<file path="src/rtl/calcn_engine_if.sv">
// rtl/calcn_engine_if.sv - request/response bundle for calcn_engine
interface calcn_engine_if #(
  parameter int NUM_PORTS = 4,
  parameter int DATA_W    = 32,
  parameter int TAG_W     = 2
);
  logic [NUM_PORTS*4-1:0]      req_cmd_in;
  logic [NUM_PORTS*DATA_W-1:0] req_data_in;
  logic [NUM_PORTS*TAG_W-1:0]  req_tag_in;
  logic [NUM_PORTS-1:0]        req_ready;
  logic [NUM_PORTS*2-1:0]      out_resp;
  logic [NUM_PORTS*DATA_W-1:0] out_data;
  logic [NUM_PORTS*TAG_W-1:0]  out_tag;

  modport master (
    output req_cmd_in, req_data_in, req_tag_in,
    input  req_ready, out_resp, out_data, out_tag
  );

  modport slave (
    input  req_cmd_in, req_data_in, req_tag_in,
    output req_ready, out_resp, out_data, out_tag
  );
endinterface

</file>
<file path="src/rtl/calcn_engine.sv">
// rtl/calcn_engine.sv - per-port request FIFOs feeding one round-robin shared ALU
module calcn_engine #(
  parameter int NUM_PORTS = 4,
  parameter int DATA_W    = 32,
  parameter int TAG_W     = 2,
  parameter int DEPTH     = 4
) (
  input logic          c_clk,
  input logic          reset,
  calcn_engine_if.slave bus
);
  localparam int SH_W = $clog2(DATA_W);
  localparam int PW   = (NUM_PORTS > 1) ? $clog2(NUM_PORTS) : 1;
  localparam int AW   = (DEPTH > 1) ? $clog2(DEPTH) : 1;
  localparam int CW   = $clog2(DEPTH + 1);

  // Request FIFO storage, one row per port
  logic [3:0]        mem_cmd [NUM_PORTS][DEPTH];
  logic [DATA_W-1:0] mem_a   [NUM_PORTS][DEPTH];
  logic [DATA_W-1:0] mem_b   [NUM_PORTS][DEPTH];
  logic [TAG_W-1:0]  mem_tag [NUM_PORTS][DEPTH];
  logic [AW-1:0]     wr_ptr  [NUM_PORTS];
  logic [AW-1:0]     rd_ptr  [NUM_PORTS];
  logic [CW-1:0]     count   [NUM_PORTS];

  // First-cycle capture; operand2 arrives on the following cycle
  logic [NUM_PORTS-1:0] cap_busy;
  logic [3:0]           cap_cmd [NUM_PORTS];
  logic [DATA_W-1:0]    cap_a   [NUM_PORTS];
  logic [TAG_W-1:0]     cap_tag [NUM_PORTS];

  logic [NUM_PORTS-1:0] push, pop, nonempty, ready_int;
  logic [PW-1:0]        prio, gnt_port;
  logic                 gnt_valid;

  // ALU operand stage and result
  logic              s1_valid;
  logic [PW-1:0]     s1_port;
  logic [3:0]        s1_cmd;
  logic [DATA_W-1:0] s1_a, s1_b;
  logic [TAG_W-1:0]  s1_tag;
  logic [1:0]        res_resp;
  logic [DATA_W-1:0] res_data;
  logic [DATA_W:0]   sum;

  // Per-port handshake: a pending capture reserves a slot, a same-cycle pop earns no credit
  always_comb begin
    for (int p = 0; p < NUM_PORTS; p++) begin
      push[p]      = cap_busy[p];
      pop[p]       = gnt_valid && (gnt_port == PW'(p));
      nonempty[p]  = (count[p] != '0);
      ready_int[p] = reset && ((int'(count[p]) + int'(cap_busy[p])) < DEPTH);
    end
  end

  assign bus.req_ready = ready_int;

  // Round-robin pick of the first non-empty FIFO at or after the priority pointer
  always_comb begin
    int idx;
    gnt_valid = 1'b0;
    gnt_port  = '0;
    idx       = 0;
    for (int i = 0; i < NUM_PORTS; i++) begin
      idx = int'(prio) + i;
      if (idx >= NUM_PORTS) idx = idx - NUM_PORTS;
      if (!gnt_valid && nonempty[idx]) begin
        gnt_valid = 1'b1;
        gnt_port  = PW'(idx);
      end
    end
  end

  // Capture command, tag and operand1; the next cycle completes the request
  always_ff @(posedge c_clk or negedge reset) begin
    if (!reset) begin
      cap_busy <= '0;
      for (int p = 0; p < NUM_PORTS; p++) begin
        cap_cmd[p] <= '0;
        cap_a[p]   <= '0;
        cap_tag[p] <= '0;
      end
    end else begin
      for (int p = 0; p < NUM_PORTS; p++) begin
        if (cap_busy[p]) begin
          cap_busy[p] <= 1'b0;
        end else if (ready_int[p] && (bus.req_cmd_in[4*p +: 4] != 4'd0)) begin
          cap_busy[p] <= 1'b1;
          cap_cmd[p]  <= bus.req_cmd_in[4*p +: 4];
          cap_a[p]    <= bus.req_data_in[DATA_W*p +: DATA_W];
          cap_tag[p]  <= bus.req_tag_in[TAG_W*p +: TAG_W];
        end
      end
    end
  end

  // FIFO payload write with operand2 taken straight from the bus
  always_ff @(posedge c_clk) begin
    for (int p = 0; p < NUM_PORTS; p++) begin
      if (push[p]) begin
        mem_cmd[p][wr_ptr[p]] <= cap_cmd[p];
        mem_a[p][wr_ptr[p]]   <= cap_a[p];
        mem_b[p][wr_ptr[p]]   <= bus.req_data_in[DATA_W*p +: DATA_W];
        mem_tag[p][wr_ptr[p]] <= cap_tag[p];
      end
    end
  end

  // FIFO pointers, occupancy and arbitration priority
  always_ff @(posedge c_clk or negedge reset) begin
    if (!reset) begin
      prio <= '0;
      for (int p = 0; p < NUM_PORTS; p++) begin
        wr_ptr[p] <= '0;
        rd_ptr[p] <= '0;
        count[p]  <= '0;
      end
    end else begin
      if (gnt_valid)
        prio <= (gnt_port == PW'(NUM_PORTS - 1)) ? '0 : gnt_port + 1'b1;
      for (int p = 0; p < NUM_PORTS; p++) begin
        if (push[p])
          wr_ptr[p] <= (wr_ptr[p] == AW'(DEPTH - 1)) ? '0 : wr_ptr[p] + 1'b1;
        if (pop[p])
          rd_ptr[p] <= (rd_ptr[p] == AW'(DEPTH - 1)) ? '0 : rd_ptr[p] + 1'b1;
        count[p] <= count[p] + CW'(push[p]) - CW'(pop[p]);
      end
    end
  end

  // Register the granted FIFO head as the ALU operand stage
  always_ff @(posedge c_clk or negedge reset) begin
    if (!reset) begin
      s1_valid <= 1'b0;
      s1_port  <= '0;
      s1_cmd   <= '0;
      s1_a     <= '0;
      s1_b     <= '0;
      s1_tag   <= '0;
    end else begin
      s1_valid <= gnt_valid;
      s1_port  <= gnt_port;
      s1_cmd   <= mem_cmd[gnt_port][rd_ptr[gnt_port]];
      s1_a     <= mem_a[gnt_port][rd_ptr[gnt_port]];
      s1_b     <= mem_b[gnt_port][rd_ptr[gnt_port]];
      s1_tag   <= mem_tag[gnt_port][rd_ptr[gnt_port]];
    end
  end

  // ALU: error responses always carry zero data
  always_comb begin
    res_resp = 2'd0;
    res_data = '0;
    sum      = {1'b0, s1_a} + {1'b0, s1_b};
    if (s1_valid) begin
      res_resp = 2'd1;
      case (s1_cmd)
        4'd1: if (sum[DATA_W]) res_resp = 2'd2; else res_data = sum[DATA_W-1:0];
        4'd2: if (s1_b > s1_a) res_resp = 2'd2; else res_data = s1_a - s1_b;
        4'd5: res_data = s1_a << s1_b[SH_W-1:0];
        4'd6: res_data = s1_a >> s1_b[SH_W-1:0];
        default: res_resp = 2'd2;
      endcase
    end
  end

  // Steer the one-cycle result to its port; every other port shows idle
  always_ff @(posedge c_clk or negedge reset) begin
    if (!reset) begin
      bus.out_resp <= '0;
      bus.out_data <= '0;
      bus.out_tag  <= '0;
    end else begin
      for (int p = 0; p < NUM_PORTS; p++) begin
        if (s1_valid && (s1_port == PW'(p))) begin
          bus.out_resp[2*p +: 2]           <= res_resp;
          bus.out_data[DATA_W*p +: DATA_W] <= res_data;
          bus.out_tag[TAG_W*p +: TAG_W]    <= s1_tag;
        end else begin
          bus.out_resp[2*p +: 2]           <= 2'd0;
          bus.out_data[DATA_W*p +: DATA_W] <= '0;
          bus.out_tag[TAG_W*p +: TAG_W]    <= '0;
        end
      end
    end
  end
endmodule

</file>
<file path="src/flat_wrapper.sv">
// flat-port wrapper written by rule: the top's interface ports become plain ports
module calcn_engine_flat 
#(
  parameter int NUM_PORTS = 4,
  parameter int DATA_W    = 32,
  parameter int TAG_W     = 2,
  parameter int DEPTH     = 4
)
  (c_clk, reset, bus_req_cmd_in, bus_req_data_in, bus_req_tag_in, bus_req_ready, bus_out_resp, bus_out_data, bus_out_tag);
  calcn_engine_if #(.NUM_PORTS(NUM_PORTS), .DATA_W(DATA_W), .TAG_W(TAG_W)) bus_i ();
  input logic c_clk;
  input logic reset;
  input wire logic [$bits(bus_i.req_cmd_in)-1:0] bus_req_cmd_in;
  input wire logic [$bits(bus_i.req_data_in)-1:0] bus_req_data_in;
  input wire logic [$bits(bus_i.req_tag_in)-1:0] bus_req_tag_in;
  output wire logic [$bits(bus_i.req_ready)-1:0] bus_req_ready;
  output wire logic [$bits(bus_i.out_resp)-1:0] bus_out_resp;
  output wire logic [$bits(bus_i.out_data)-1:0] bus_out_data;
  output wire logic [$bits(bus_i.out_tag)-1:0] bus_out_tag;
  assign bus_i.req_cmd_in = bus_req_cmd_in;
  assign bus_i.req_data_in = bus_req_data_in;
  assign bus_i.req_tag_in = bus_req_tag_in;
  assign bus_req_ready = bus_i.req_ready;
  assign bus_out_resp = bus_i.out_resp;
  assign bus_out_data = bus_i.out_data;
  assign bus_out_tag = bus_i.out_tag;
  calcn_engine #(.NUM_PORTS(NUM_PORTS), .DATA_W(DATA_W), .TAG_W(TAG_W), .DEPTH(DEPTH)) u_core (.c_clk(c_clk), .reset(reset), .bus(bus_i));
endmodule
</file>
<file path="config.mk">
export PLATFORM = sky130hd
export DESIGN_NAME = calcn_engine_flat
export DESIGN_NICKNAME = d
export VERILOG_FILES = /design/src/rtl/calcn_engine_if.sv /design/src/rtl/calcn_engine.sv /design/src/flat_wrapper.sv
export SDC_FILE = /design/constraint.sdc
export NUM_CORES = 2
export LEC_CHECK = 0
export ABC_AREA = 0
export CAP_MARGIN = 20
export CELL_PAD_IN_SITES_DETAIL_PLACEMENT = 0
export CELL_PAD_IN_SITES_GLOBAL_PLACEMENT = 1
export CORE_MARGIN = 2
export CORE_UTILIZATION = 41
export CTS_CLUSTER_DIAMETER = 60
export CTS_CLUSTER_SIZE = 8
export DETAILED_ROUTE_END_ITERATION = 8
export MAX_ROUTING_LAYER = met4
export PLACE_DENSITY = 0.75
export SLEW_MARGIN = 20
export SYNTH_ARGS = -nofsm -noshare
export SYNTH_HDL_FRONTEND = slang
export SYNTH_SLANG_ARGS = --single-unit
</file>
<file path="constraint.sdc">
create_clock -name c_clk -period 4.05 [get_ports c_clk]
set_clock_uncertainty 0.15 [all_clocks]
set_input_delay 1.0125 -clock c_clk [delete_from_list [all_inputs] [get_ports c_clk]]
set_output_delay 1.0125 -clock c_clk [all_outputs]
set_load 0.02 [all_outputs]
</file>
=== After elaboration in Yosys (flattened, before gate mapping) ===
Memory sizes are Yosys's and may differ from the RTL's.
Index checks and enable logic that the tools add are counted.

* Shifts and indexed selects: 2
* Order comparisons: 23
* Reductions and logical operators: 41
* $add $sub $neg: 30
* Mux-type cells: 116
* Bitwise gates (word level): 10
* Equal/unequal tests: 18

{| class="wikitable"
|+ Operators with widths
! kind !! count
|-
| $mux 32 || 19
|-
| $mux 128 || 4
|-
| $demux 32 s2 || 4
|-
| $lt 32x4->1 const B || 8
|-
| $bmux 32 s2 || 2
|-
| $pmux 32 s4 || 1
|-
| $ge 32x4->1 const B || 3
|-
| $sub 32x4->32 const B || 3
|-
| $mux 16 || 4
|-
| $mux 2 || 32
|-
| $add 32x32->33 || 1
|-
| $demux 4 s2 || 4
|-
| $gt 32x32->1 || 1
|-
| $mux 8 || 4
|-
| $shl 32x5->32 || 1
|-
| $shr 32x5->32 || 1
|-
| $sub 32x32->32 || 1
|-
| $eq 2x2->1 const B || 12
|-
| $mux 1 || 24
|-
| $mux 4 || 6
|-
| $logic_and 1x1->1 || 23
|-
| $add 2x1->2 const B || 9
|-
| $ge 3x3->1 const B || 6
|-
| $not 2->3 || 6
|-
| other kinds (24) || 61
|}

* Input bits: 154
* Memories: 4
* Word-level logic and storage cells: 279
* Bits in writable memories: 1,120
* Output and inout bits: 148
* Flip-flop bits (word level): 403

{| class="wikitable"
|+ Memories
! name !! words !! width !! rd ports !! clocked after Yosys merged registers in !! write ports !! line !! RTL
|-
| u_core.mem_a || 4 || 128 || 1 || 0 || 4 || calcn_engine.sv:19 || <nowiki>logic [DATA_W-1:0] mem_a [NUM_PORTS][DEPTH];</nowiki>
|-
| u_core.mem_b || 4 || 128 || 1 || 0 || 4 || calcn_engine.sv:20 || <nowiki>logic [DATA_W-1:0] mem_b [NUM_PORTS][DEPTH];</nowiki>
|-
| u_core.mem_cmd || 4 || 16 || 1 || 0 || 4 || calcn_engine.sv:18 || <nowiki>logic [3:0] mem_cmd [NUM_PORTS][DEPTH];</nowiki>
|-
| u_core.mem_tag || 4 || 8 || 1 || 0 || 4 || calcn_engine.sv:21 || <nowiki>logic [TAG_W-1:0] mem_tag [NUM_PORTS][DEPTH];</nowiki>
|}

=== Depth between registers and ports, before layout ===
* Depth in word-level cells: 23
* Gate-level depth with buffers: 19
* Gate-level depth less buffers: 14

=== Worst setup path after synthesis ===
No wires, ideal clock.

* Kind: register to register
* Start: reg u_core.s1_b[2]
* End: reg u_core.bus.out_data[26]
* Data required time: 3.760 ns
* Arrival time: 4.068 ns
* Buffers on the path: 5
* Path slack: -0.309 ns
* Setup time: 0.140 ns
* Period minus slack after synthesis: 4.359 ns
* Cell stages (with the launch flop): 17
* Cell sequence: dfrtp_1 -> clkbuf_1 -> inv_2 -> buf_2 -> clkbuf_1 -> clkbuf_1 -> ha_1 -> buf_2 -> o21bai_1 -> a21oi_2 -> o311ai_1 -> a21oi_2 -> a211oi_4 -> nor3_2 -> a221o_1 -> a222oi_1 -> nor2_1

* Longest elaborated chain between the ends: 5
* Elaborated cells between the ends (all ways): 10
* Those cells by class: add/sub: 2; order compare: 1; shift: 2; mux: 5

{| class="wikitable"
|+ Ends and longest elaborated chain
! what !! line !! RTL
|-
| start: declaration || calcn_engine.sv:40 || <nowiki>logic [DATA_W-1:0] s1_a, s1_b;</nowiki>
|-
| start signal: assignment || calcn_engine.sv:145 || <nowiki>s1_b <= mem_b[gnt_port][rd_ptr[gnt_port]];</nowiki>
|-
| $sub 32x32->32, or another cell as far along || calcn_engine.sv:159 || <nowiki>4'd2: if (s1_b > s1_a) res_resp = 2'd2; else res_data = s1_a - s1_b;</nowiki>
|-
| $mux 32, on equally long branches || calcn_engine.sv:159, calcn_engine.sv:158 ||
|-
| $pmux 32 s4 (*) || calcn_engine.sv:157 || <nowiki>case (s1_cmd)</nowiki>
|-
| $mux 32 (*) || calcn_engine.sv:155 || <nowiki>if (s1_valid) begin</nowiki>
|-
| $mux 32 (*) || calcn_engine.sv:175 || <nowiki>if (s1_valid && (s1_port == PW'(p))) begin</nowiki>
|-
| end signal: indexed assignment || calcn_engine.sv:177 || <nowiki>bus.out_data[DATA_W*p +: DATA_W] <= res_data;</nowiki>
|-
| end: declaration || calcn_engine_if.sv:22 || <nowiki>output req_ready, out_resp, out_data, out_tag</nowiki>
|}

Mark *: on every way between the ends. The rest lies on a longest branch, timed or not.
A chain may end at the register's enable or synchronous reset.

=== Worst setup path after layout ===
* Start: reg u_core.s1_b[0]
* End: reg u_core.bus.out_data[89]

The elaborated chain is that of the path after synthesis.

==> results by group <==
Detailed routing
  • Avg WL per Cell: 25.6 um
  • Post-route ant nets: 0
  • Routed WL: 202 mm
  • 1st-pass router iterations: 6
  • DR iter-0 viols: 4,767
  • Routed via count: 45.1k
  • Residual DRC: 0
  • Vias/cell: 5.73

Floorplan
  • I/O pin count: 302
  • Initial Utilization: 0.413
  • Core area: 159,000 um^2
  • Die W: 404 um
  • Die area: 163,000 um^2
  • Die height: 404 um
  • # rows: 146

Setup path
  • Crit. End Element: register
  • Worst EP required: 4.58 ns
  • Crit path DAT: 4.46 ns
  • Setup CP Type: register to register
  • R2r setup slk: 0.12 ns
  • Startpoint types: register
  • RR Startpoint: u_core.s1_b[0]
  • Cells on worst reg2reg path: 14
  • CP Max Fanout: 12
  • R2R Path End: u_core.bus.out_data[89]

STA
  • Tcrit/Tclk final: 0.970
  • Final Slew Violations: 0
  • Setup-failing EPs final: 0
  • FMAX: 255 MHz
  • Post-layout min period: 3.93 ns
  • Setup_tns: 0 ns
  • Slew HR: 0.291
  • Hold Fails Final Rpt: 0
  • Worst-Margin Slew: 1.06 ns
  • RSZ-0062 raised after global routing: false

Global route
  • First-pass GRT wire length: 297 mm
  • Initial antenna violation count: 32
  • Global-route usage over all layers: 0.253
  • Largest net degree at the start of global routing: 137
  • Vias in the first global route: 44.6k
  • Congestion Overflow GR: 0

Layout
  • FILL cells: 13.7k
  • Final net count: 5,882
  • Area added between synthesis and finish: 20.2%
  • Share of layout cells above drive strength 1: 0.138

Hold path
  • Worst Hold Class: register to register
  • Hold Path Origin: u_core.cap_a[85]
  • Hold path depth: 0
  • Hold EP: u_core.mem_a[1][85]

Clocking
  • Clk sinks: 1,523
  • Worst skew pair latency: 0.83 ns
  • CTS tree: done
  • H-Tree Depth: 4
  • Root Driver: clkbuf_16
  • Clk buf depth: 3
  • TritonCTS buffer count: 213
  • Clock-pin slew on the worst setup and hold paths: 0.05 ns

Yosys
  • Synth warn: 0
  • Post-synth EDFFs: 1,120
  • Primary FF master, synth: edfxtp_1
  • Post-synthesis cell area: 65,600 um^2
  • Asr flop ratio synth: 0.265
  • Syn_nets: 5,459
  • Cells after Synth: 5,197
  • Yosys cell types: 87
  • Synth Area per Inst: 12.6 um^2
  • Seq/Total Area, Yosys: 0.667
  • Synthesis-stage register bit count: 1,523

Place
  • Routability cong.: 0.956
  • Port buffer count: 301
  • Hpwl dp: 126 mm

Job
  • Max-cap check violation count: 0

Run status
  • Status: completed
## flip-flops by register name (all words and copies together), names as in the netlist, 4 cells and up
| register | flops |
|---|---|
| u_core.bus.out_data | 128 |
| u_core.bus.out_resp | 8 |
| u_core.bus.out_tag | 8 |
| u_core.cap_a | 128 |
| u_core.cap_busy | 4 |
| u_core.cap_cmd | 16 |
| u_core.cap_tag | 8 |
| u_core.count | 12 |
| u_core.mem_a | 512 |
| u_core.mem_b | 512 |
| u_core.mem_cmd | 64 |
| u_core.mem_tag | 32 |
| u_core.rd_ptr | 8 |
| u_core.s1_a | 32 |
| u_core.s1_b | 32 |
| u_core.s1_cmd | 4 |
| u_core.wr_ptr | 8 |
## worst max-delay path, stage by stage (launching register included)
cell      delay (ns)
dfrtp_4         0.45
ha_1            0.20
inv_1           0.07
fa_1            0.44
o21bai_1        0.21
a21oi_2         0.13
o311ai_4        0.39
a21oi_4         0.17
a211oi_4        0.38
buf_4           0.19
nor3_4          0.10
a221o_1         0.34
a222oi_1        0.34
buf_4           0.20
nor2_1          0.05
## logic make-up (layout without fill, tap and decap cells)
family,count (synthesis),in the layout,synth area share
fa+ha+maj,108,108,0.0213
simple gates,2008,2009,0.133
xor+xnor,13,13,0.00174
flops,1523,1523,0.667
mux,260,260,0.0561
buf+inv,447,1036,0.0278
other cells,0,19,0
compound gates,838,838,0.0929
## layer usage
layer | up-vias | global-route usage | share of wire
met5 | - | - | 0
met4 | 0 | 0.0665 | 0.021
met3 | 298 | 0.0482 | 0.080
met2 | 2041 | 0.396 | 0.47
met1 | 22800 | 0.339 | 0.43
li1 | 20000 | - | -
## placed cells by master (no fill, tap or decap), types with 15 or more instances in the layout
cell type and count:
a211oi_1 88, a21oi_1 119, a221o_1 18, a311o_1 73
a311oi_1 71, a31oi_1 148, and2_1 15, and2_4 16
and3_1 217, buf_12 50, buf_4 200, clkbuf_1 145
clkbuf_16 215, clkdlybuf4s50_1 300, dfrtp_1 401, diode_2 19
edfxtp_1 1120, ha_1 101, inv_1 99, mux2_2 159
mux2i_1 31, mux4_2 69, nand2_1 1288, nand2b_1 18
nand3_1 84, nor2_1 198, nor2b_1 60, nor3_1 40
o211ai_1 79, o21ai_0 73, o221ai_1 19, o22ai_1 15
## worst max-delay path by stage
stage                               start                       end  depth (start not counted)
final                      u_core.s1_b[0]   u_core.bus.out_data[89]                         14
after CTS                           reset          bus_req_ready[0]                          5
after detailed placement   u_core.s1_b[0]   u_core.bus.out_data[66]                         12
after global routing      u_core.s1_a[22]   u_core.bus.out_data[88]                         12
after global placement     u_core.s1_a[8]  u_core.bus.out_data[127]                         12
after floorplan            u_core.s1_b[2]   u_core.bus.out_data[26]                         18
## layout make-up
class | instances | area (um^2) | share of cell area
inverters | 103 | 402 | 0.00510
diodes | 19 | 47.5 | 0.000603
flip-flops and latches | 1523 | 43700 | 0.555
repair buffers | 551 | 5520 | 0.0700
multi-input cells | 3228 | 20200 | 0.256
well taps | 2072 | 2590 | 0.0329
clock inverters | 21 | 385 | 0.00489
clock buffers | 361 | 5940 | 0.0754
## what timing repair did
action,in CTS,in global routing
gates resized for setup,0,16
pin swaps,1,1
setup endpoints to repair,1,84
hold buffers,1,0
setup buffers,0,1
gates cloned,1,0
endpoints found under the hold margin,21,0
## cell usage after synthesis (69+ instances only)
cell / n / area [um^2]
inv_1: 101 / 379
a311oi_1: 71 / 622
dfrtp_1: 403 / 10100
a21oi_1: 122 / 611
ha_1: 102 / 1280
and3_1: 217 / 1360
o211ai_1: 79 / 593
mux2_2: 159 / 1790
a211oi_1: 88 / 661
a31oi_1: 150 / 938
mux4_2: 69 / 1550
a311o_1: 73 / 731
edfxtp_1: 1120 / 33600
o21ai_0: 74 / 370
nor2_1: 198 / 743
clkbuf_1: 233 / 875
nand2_1: 1288 / 4830
nand3_1: 84 / 420
## metrics by stage
stage / util / cells / cell area, um^2 / worst slack [ns] / hold slack, ns
after floorplan: - / 5197 / 65600 / 0.0471 / 0.322
after global placement: 0.456 / 7474 / 72300 / 0.0281 / 0.346
after detailed placement: 0.456 / 7474 / 72300 / 0.0257 / 0.351
after CTS: 0.496 / 7858 / 78700 / 0.0138 / 0.346
after global routing: 0.497 / 7875 / 78800 / 0.00244 / 0.371
final: 0.497 / 7878 / 78800 / 0.121 / 0.350
Power is left out: the tool's default activity adds up to more than one toggle a clock period on the data nets, which glitch-free logic cannot reach.
